==> src/rtl/fetch_pkg.sv <==
// Shared types for the instruction fetch stage: queue entry layout, fetch states
// and the word imem returns outside its populated range.
package fetch_pkg;

    typedef struct packed {
        logic [31:0] pc;
        logic [31:0] instr;
    } fetch_entry_t;

    typedef enum logic {
        FS_RUN,
        FS_HALTED
    } fetch_state_e;

    localparam logic [31:0] NOP_OOB = 32'h80000000;

endpackage

==> src/rtl/fetch_queue.sv <==
// Circular prefetch buffer of PC-tagged instruction words; the head is read
// straight out of registered storage so it is stable while decode stalls.
module fetch_queue
    import fetch_pkg::*;
#(
    parameter int DEPTH = 4
) (
    input  logic         clk,
    input  logic         rst_n,
    input  logic         push_i,
    input  logic         pop_i,
    input  logic         flush_i,
    input  fetch_entry_t data_i,
    output logic         full_o,
    output logic         valid_o,
    output fetch_entry_t head_o
);

    localparam int PTR_W = $clog2(DEPTH);
    localparam int OCC_W = $clog2(DEPTH + 1);
    localparam logic [OCC_W-1:0] DEPTH_C = OCC_W'(DEPTH);

    fetch_entry_t     mem_q [DEPTH];
    logic [PTR_W-1:0] rdPtr_q;
    logic [PTR_W-1:0] wrPtr_q;
    logic [OCC_W-1:0] count_q;

    // Storage is cleared on reset so the head reads as zero before the first push.
    always_ff @(posedge clk or negedge rst_n) begin
        if (!rst_n) begin
            for (int i = 0; i < DEPTH; i++) begin
                mem_q[i] <= '0;
            end
            rdPtr_q <= '0;
            wrPtr_q <= '0;
            count_q <= '0;
        end else if (flush_i) begin
            rdPtr_q <= '0;
            wrPtr_q <= '0;
            count_q <= '0;
        end else begin
            if (push_i) begin
                mem_q[wrPtr_q] <= data_i;
                wrPtr_q        <= wrPtr_q + 1'b1;
            end
            if (pop_i) begin
                rdPtr_q <= rdPtr_q + 1'b1;
            end
            case ({push_i, pop_i})
                2'b10:   count_q <= count_q + 1'b1;
                2'b01:   count_q <= count_q - 1'b1;
                default: count_q <= count_q;
            endcase
        end
    end

    assign full_o  = (count_q == DEPTH_C);
    assign valid_o = (count_q != '0);
    assign head_o  = mem_q[rdPtr_q];

endmodule

==> src/rtl/fetch_unit.sv <==
// Fetch stage: owns the fetch PC, fills the prefetch queue from imem and
// stops at the end of populated memory until a redirect restarts it.
module fetch_unit
    import fetch_pkg::*;
#(
    parameter int          DEPTH      = 4,
    parameter logic [31:0] RESET_PC   = 32'd0,
    parameter int          IMEM_WORDS = 400,
    parameter int          CNT_W      = 32
) (
    input  logic             clk,
    input  logic             rst_n,
    output logic [31:0]      imem_pc_o,
    input  logic [31:0]      imem_instr_i,
    input  logic             redirect_i,
    input  logic [31:0]      redirect_pc_i,
    output logic             instr_valid_o,
    input  logic             instr_ready_i,
    output logic [31:0]      instr_o,
    output logic [31:0]      instr_pc_o,
    output logic             halted_o,
    output logic [CNT_W-1:0] fetch_count_o
);

    localparam logic [31:0] IMEM_LIMIT = 32'(IMEM_WORDS);

    fetch_state_e     state_q, state_d;
    logic [31:0]      fetchPc_q, fetchPc_d;
    logic [CNT_W-1:0] fetchCnt_q, fetchCnt_d;
    logic             push;
    logic             pop;
    logic             full;
    logic             valid;
    fetch_entry_t     wrEntry;
    fetch_entry_t     head;

    assign pop     = valid & instr_ready_i;
    assign wrEntry = '{pc: fetchPc_q, instr: imem_instr_i};

    always_ff @(posedge clk or negedge rst_n) begin
        if (!rst_n) begin
            state_q    <= FS_RUN;
            fetchPc_q  <= RESET_PC;
            fetchCnt_q <= '0;
        end else begin
            state_q    <= state_d;
            fetchPc_q  <= fetchPc_d;
            fetchCnt_q <= fetchCnt_d;
        end
    end

    // Redirect outranks everything; a push may reuse the slot freed by a same-cycle pop.
    always_comb begin
        state_d    = state_q;
        fetchPc_d  = fetchPc_q;
        fetchCnt_d = fetchCnt_q;
        push       = 1'b0;
        if (redirect_i) begin
            state_d   = FS_RUN;
            fetchPc_d = redirect_pc_i;
        end else if (state_q == FS_RUN) begin
            if (fetchPc_q >= IMEM_LIMIT) begin
                state_d = FS_HALTED;
            end else if (!full || pop) begin
                push      = 1'b1;
                fetchPc_d = fetchPc_q + 32'd1;
                if (fetchCnt_q != '1) begin
                    fetchCnt_d = fetchCnt_q + 1'b1;
                end
            end
        end
    end

    fetch_queue #(
        .DEPTH (DEPTH)
    ) u_queue (
        .clk     (clk),
        .rst_n   (rst_n),
        .push_i  (push),
        .pop_i   (pop & ~redirect_i),
        .flush_i (redirect_i),
        .data_i  (wrEntry),
        .full_o  (full),
        .valid_o (valid),
        .head_o  (head)
    );

    assign imem_pc_o     = fetchPc_q;
    assign instr_valid_o = valid;
    assign instr_o       = head.instr;
    assign instr_pc_o    = head.pc;
    assign halted_o      = (state_q == FS_HALTED);
    assign fetch_count_o = fetchCnt_q;

endmodule

==> config.mk <==
export PLATFORM = sky130hd
export DESIGN_NAME = fetch_unit
export DESIGN_NICKNAME = d
export VERILOG_FILES = /design/src/rtl/fetch_pkg.sv /design/src/rtl/fetch_queue.sv /design/src/rtl/fetch_unit.sv
export SDC_FILE = /design/constraint.sdc
export NUM_CORES = 1
export LEC_CHECK = 0
export BUFFER_PORTS_ARGS = -buffer_cell sky130_fd_sc_hd__clkbuf_2
export CORE_MARGIN = 1.5
export CORE_UTILIZATION = 50
export CTS_BUF_LIST = sky130_fd_sc_hd__clkbuf_4 sky130_fd_sc_hd__clkbuf_8
export CTS_CLUSTER_DIAMETER = 200
export DETAILED_ROUTE_END_ITERATION = 7
export PLACE_DENSITY_LB_ADDON = 0.25
export SETUP_SLACK_MARGIN = 0.4
export SLEW_MARGIN = 20
export SYNTH_ARGS = -nofsm -noshare
export SYNTH_HDL_FRONTEND = slang
export SYNTH_SLANG_ARGS = --single-unit
==> constraint.sdc <==
create_clock -name clk -period 4 [get_ports clk]
set_input_delay 0.8 -clock clk [delete_from_list [all_inputs] [get_ports clk]]
set_output_delay 0.8 -clock clk [all_outputs]
set_load 0.03 [all_outputs]
Word-level counts from Yosys, hierarchy flattened:

Index checks and enable logic that the tools add are counted.
W data, S select, Z words.

* $add $sub $neg: 6
* multiplexer cells: 23
* reductions and logical operators: 11
* magnitude comparators: 4
* equal/unequal tests: 6
* bitwise logic cells: 7

Operators by type and width (number)
* $bwmux W256: 1
* $mux W64: 3
* $bmux W64 S2: 1
* $demux W64 S2: 1
* $mux W32: 4
* $add A32 B1 Y32 const B: 2
* $ge A32 B9 Y1 const B: 1
* $ne A32 B32 Y1 const B: 1
* $mux W2: 4
* $mux W1: 7
* $ge A3 B3 Y1 const B: 2
* $not A2 Y3: 2
* $pmux W3 S2: 1
* $reduce_bool A2 Y1: 3
* $reduce_bool A3 Y1: 2
* $reduce_and A5 Y1: 1
* $add A2 B1 Y2 const B: 2
* $ne A2 B2 Y1 const B: 2
* $add A3 B1 Y3 const B: 1
* $eq A3 B3 Y1 const B: 1
* $lt A3 B1 Y1 const B: 1
* $mux W3: 1
* $not A1 Y1: 3
* $reduce_and A3 Y1: 1
* 8 further kinds: 9

* register bits after elaboration: 328
* output and inout bits: 130
* word-level logic and storage cells: 71
* input bits: 68

Longest topological paths before layout:

* depth in word-level cells: 10
* depth in mapped cells: 12
* depth with buffers taken out: 10

Cells and area by module:

Synthesis repeated with hierarchy kept, for this count alone.

* cell total of the unflattened synthesis: 927
* area, all modules: 15822.7 um^2

By module, submodules not included
* fetch_queue: area an instance 12721.0 um^2, sequential area each 6581.3 um^2, cells each 658, instances 1
* fetch_unit: area an instance 3101.7 um^2, sequential area each 1626.6 um^2, cells each 269, instances 1

Least setup slack after synthesis:

OpenSTA, ideal clock, no wires.

* kind: reg2out
* start point: register u_queue.rdPtr_q[0]
* end point: output port instr_o[13]
* data required time: 3200 ps
* cell stages (with the launch flop): 4
* arrival: 1929 ps
* path slack: 1271 ps
* path buffers: 2
* cells stage by stage: dfrtp_1 -> clkbuf_1 -> buf_1 -> mux4_2

* word-level cells in the longest chain between the ends: 4

RTL lines
* from (decl): line fetch_queue.sv:24 `logic [PTR_W-1:0] rdPtr_q;`
* from (signal assigned): line fetch_queue.sv:47 `rdPtr_q <= rdPtr_q + 1'b1;`
* $not A2 Y3 (not written as such): line fetch_queue.sv:59 `assign head_o = mem_q[rdPtr_q];`
* $bmux W64 S2: line fetch_queue.sv:59
* $mux W64 (not written as such) (2 in a row): line fetch_queue.sv:59
* to (decl): line fetch_unit.sv:19 `output logic [31:0] instr_o,`

No other way between the ends. The select of a mux whose other input is x is not followed.

Worst setup path after layout:

* start point: register u_queue.rdPtr_q[0]
* end point: output port instr_pc_o[14]

* word-level cells in the longest chain between the ends: 4

RTL lines
* $not A2 Y3 (not written as such): line fetch_queue.sv:59
* $bmux W64 S2: line fetch_queue.sv:59
* $mux W64 (not written as such) (2 in a row): line fetch_queue.sv:59
* to (decl): line fetch_unit.sv:20 `output logic [31:0] instr_pc_o,`

No other way between the ends. The select of a mux whose other input is x is not followed.

==> reports/qor.yml <==
clock_network:
  cts-resized-gates: 0
  cts_tree: "done"
  h-tree-depth: 2
  max-clock-path-buffers: 3
  postCtsSetupRepairBufs: 0
  cts_hold_buf: 0
  clock-root-buffer: "clkbuf_8"
  clk_pin_slew_worst_paths_ns: 0.06
  cts_inserted_buffers: 53
  cts.sinks: 328
  clock_latency_ns: 0.55
placed_design:
  port_buffers: 197
  place_congestion: 0.7599
  post-dp-hpwl_um: 17370
global_routing:
  grt.total_usage_pct: 20.39
  antenna_found_initial: 0
  grt_pass1_vias: 8828
  gr-total-overflow: 0
  grt_pass1_wl_um: 46620
  grt_max_degree: 99
die:
  start_util_pct: 51.09
  core_um2: 27100
  ios: 198
  rows: 60
  die_h_um: 169.4
  dieArea_um2: 28700
  die_x_um: 169.4
route:
  highest_layer: "met4"
  drt_wl_total_um: 28300
  wl_met2_um: 12980
  m1WireLength_um: 13010
  drc: 0
  detail-route-antenna-nets: 0
  drt_iter0_drc: 398
  wl_per_cell_um: 18.36
  dr_wl_met3_um: 1852
  vias: 8219
  vias_per_cell: 5.334
  drt_pass1_iterations: 6
critical_path:
  crit_type: "register to output port"
  required_ns: 3.20
  worst_path_max_delay_cell: "dfrtp_4"
  r2r_setup_slack_ns: 1.06
  cp.depth: 3
  reg2reg_depth: 6
  cp_cell_sequence: "buf_4 > mux4_2 > clkbuf_2"
  critPathCaptureType: "output port"
  worst-path-buf-inv: 2
  r2r_start: "imem_pc_o[30]$_DFFE_PN0P_"
  max_stage_delay_ns: 0.64
  endpoint: "instr_pc_o[14]"
  cp_max_fo: 16
  startpoint_type: "register"
  cp-startpoint: "u_queue.rdPtr_q[0]$_DFFE_PN0P_"
  worstPathArrival_ns: 2.37
  cp_top_family: "flip-flops"
  reg2reg_to: "u_queue.mem_q[87]$_DFFE_PN0P_"
layout:
  layout_commonest_cell: "dfrtp_1"
  fillCellCount: 2123
  syn_to_final_growth_pct: 18.76
  multi_input_area_um2: 5369
  final_util_pct: 60.67
  nets: 1204
  mostFrequentLayoutCells: "dfrtp_1, clkbuf_2, mux2_2, nor2b_1, clkbuf_8"
  ff_latch_area_um2: 8213
  drive_above_1_share_pct: 48.85
  diodes: 0
logic_synthesis:
  yosysSeqAreaShare_pct: 59.28
  synthCells: 914
  synth_async_sr_flop_share_pct: 100.0
  ys_warn_count: 0
  ys_ff_latch: 328
  netlist_area_um2: 13850
  ys_types: 42
  synth_ff_type: "dfrtp_1"
  synth_nets: 990
  avgSynthCellArea_um2: 15.15
  synth_edf_count: 0
pwr:
  irDropWorstVdd_v: 0.0003348
  power_frac_clock_pct: 44.9
  seq_power_share_pct: 50.9
  leakagePower_nw: 8.240
  p_per_area_nw_per_um2: 405.2
  share_comb_of_total_power_pct: 4.2
  netSwitchingFraction_pct: 22.42
  p_sw_w: 0.001494
  intPower_w: 0.005169
timing:
  max_freq_ghz: 0.3157
  final_max_slew_viol_count: 0
  relSlewSlack_pct: 48.47
  fin_skew_ns: 0.01794
  post-route-min-period_ns: 3.168
  grt_setup_unrepaired: "false"
  setup_viol: 0
  worst_pin_slew_ns: 0.7729
  tns_ns: 0
  finalCritPeriodShare_pct: 79.19
  final_hold_viol_count: 0
outcome:
  outcome: "finished, final reports clean"
worst_hold_path:
  hold_path.class: "primary input to async pin"
flow_run:
  max-cap-violations: 0
## Yosys cell counts (2+ instances only)
cell type,count,area share [%]
xnor2_1,34,2.2
nor3_1,3,0.11
a21oi_1,8,0.29
and2_1,5,0.23
inv_1,9,0.24
or3_1,3,0.14
nor2b_1,92,4.2
dfrtp_1,328,59
nand3_1,17,0.61
buf_2,23,0.83
o21ai_0,10,0.36
nor4_1,8,0.36
mux4_2,64,10
ha_1,7,0.63
o21a_1,2,0.11
nand2_1,16,0.43
buf_1,10,0.27
mux2_2,188,15
and3_1,12,0.54
clkbuf_1,19,0.52
nor2_1,12,0.33
nand4_1,14,0.63
xor2_1,8,0.51
and4_1,4,0.25
## routing by layer
layer | vias up | track usage [%]
met4 | 0 | 5.579
met1 | 4260 | 28.85
met3 | 45 | 4.991
met5 | - | 0
met2 | 219 | 31.72
li1 | 3695 | -
## worst register-to-register path: stages, from the launching register on
cell,delay (ns)
dfrtp_1,0.39
nor4_1,0.37
nand4_1,0.30
nor4_2,0.55
and2_2,0.59
buf_12,0.28
mux2_2,0.37
## flip-flops by register name, summed over array words and instances (netlist names)
signal           cells
u_queue.mem_q      256
fetch_count_o       32
imem_pc_o           32
u_queue.count_q      3
u_queue.rdPtr_q      2
u_queue.wrPtr_q      2
halted_o             1
## through the flow
stage | hold WS, ns | power (W) | cell area (µm²) | setup WS [ns] | cells
floorplan | 0.4586 | 0.003561 | 13850 | 1.271 | 914
global placement | 0.4739 | 0.003734 | 15310 | 1.106 | 1445
detailed placement | 0.4798 | 0.003738 | 15310 | 1.013 | 1445
CTS | 0.2861 | 0.006761 | 16440 | 0.7181 | 1541
global route | 0.3136 | 0.006932 | 16440 | 0.6663 | 1541
finish | 0.2512 | 0.006663 | 16440 | 0.8324 | 1541
## cells by family after synthesis
family	Yosys count	synth area share (%)
compound gates	28	1.247
xor+xnor	42	2.657
fa+ha+maj	8	0.7771
buf+inv	63	1.979
flops	328	59.28
mux	253	25.77
simple gates	192	8.287
## how the worst min path moves through the flow
stage	from	endpoint	slack [ns]
after floorplan	u_queue.mem_q[105]$_DFFE_PN0P_	u_queue.mem_q[105]$_DFFE_PN0P_	0.46
after global placement	fetch_count_o[16]$_DFFE_PN0P_	fetch_count_o[16]$_DFFE_PN0P_	0.47
after detailed placement	u_queue.mem_q[41]$_DFFE_PN0P_	u_queue.mem_q[41]$_DFFE_PN0P_	0.48
after CTS	rst_n	u_queue.mem_q[176]$_DFFE_PN0P_	0.29
after global routing	rst_n	u_queue.mem_q[176]$_DFFE_PN0P_	0.31
final	rst_n	u_queue.mem_q[242]$_DFFE_PN0P_	0.25
## cell type report
type | count | share of cell area (%)
repair buffers | 213 | 7.472
flip-flops and latches | 328 | 49.95
well taps | 372 | 2.831
inverters | 9 | 0.2054
clock buffers | 91 | 6.742
multi-input cells | 523 | 32.65
clock inverters | 5 | 0.1522
## power by group through the flow
stage | Sequential, W | Combinational, W | Clock (W)
after floorplan | 0.00351 | 0.0000546 | 0
after global placement | 0.00345 | 0.000284 | 0
after detailed placement | 0.00345 | 0.000285 | 0
after CTS | 0.00339 | 0.000286 | 0.00308
after global routing | 0.00340 | 0.000309 | 0.00323
final | 0.00339 | 0.000279 | 0.00299
Power figures use the tool's default switching activity.
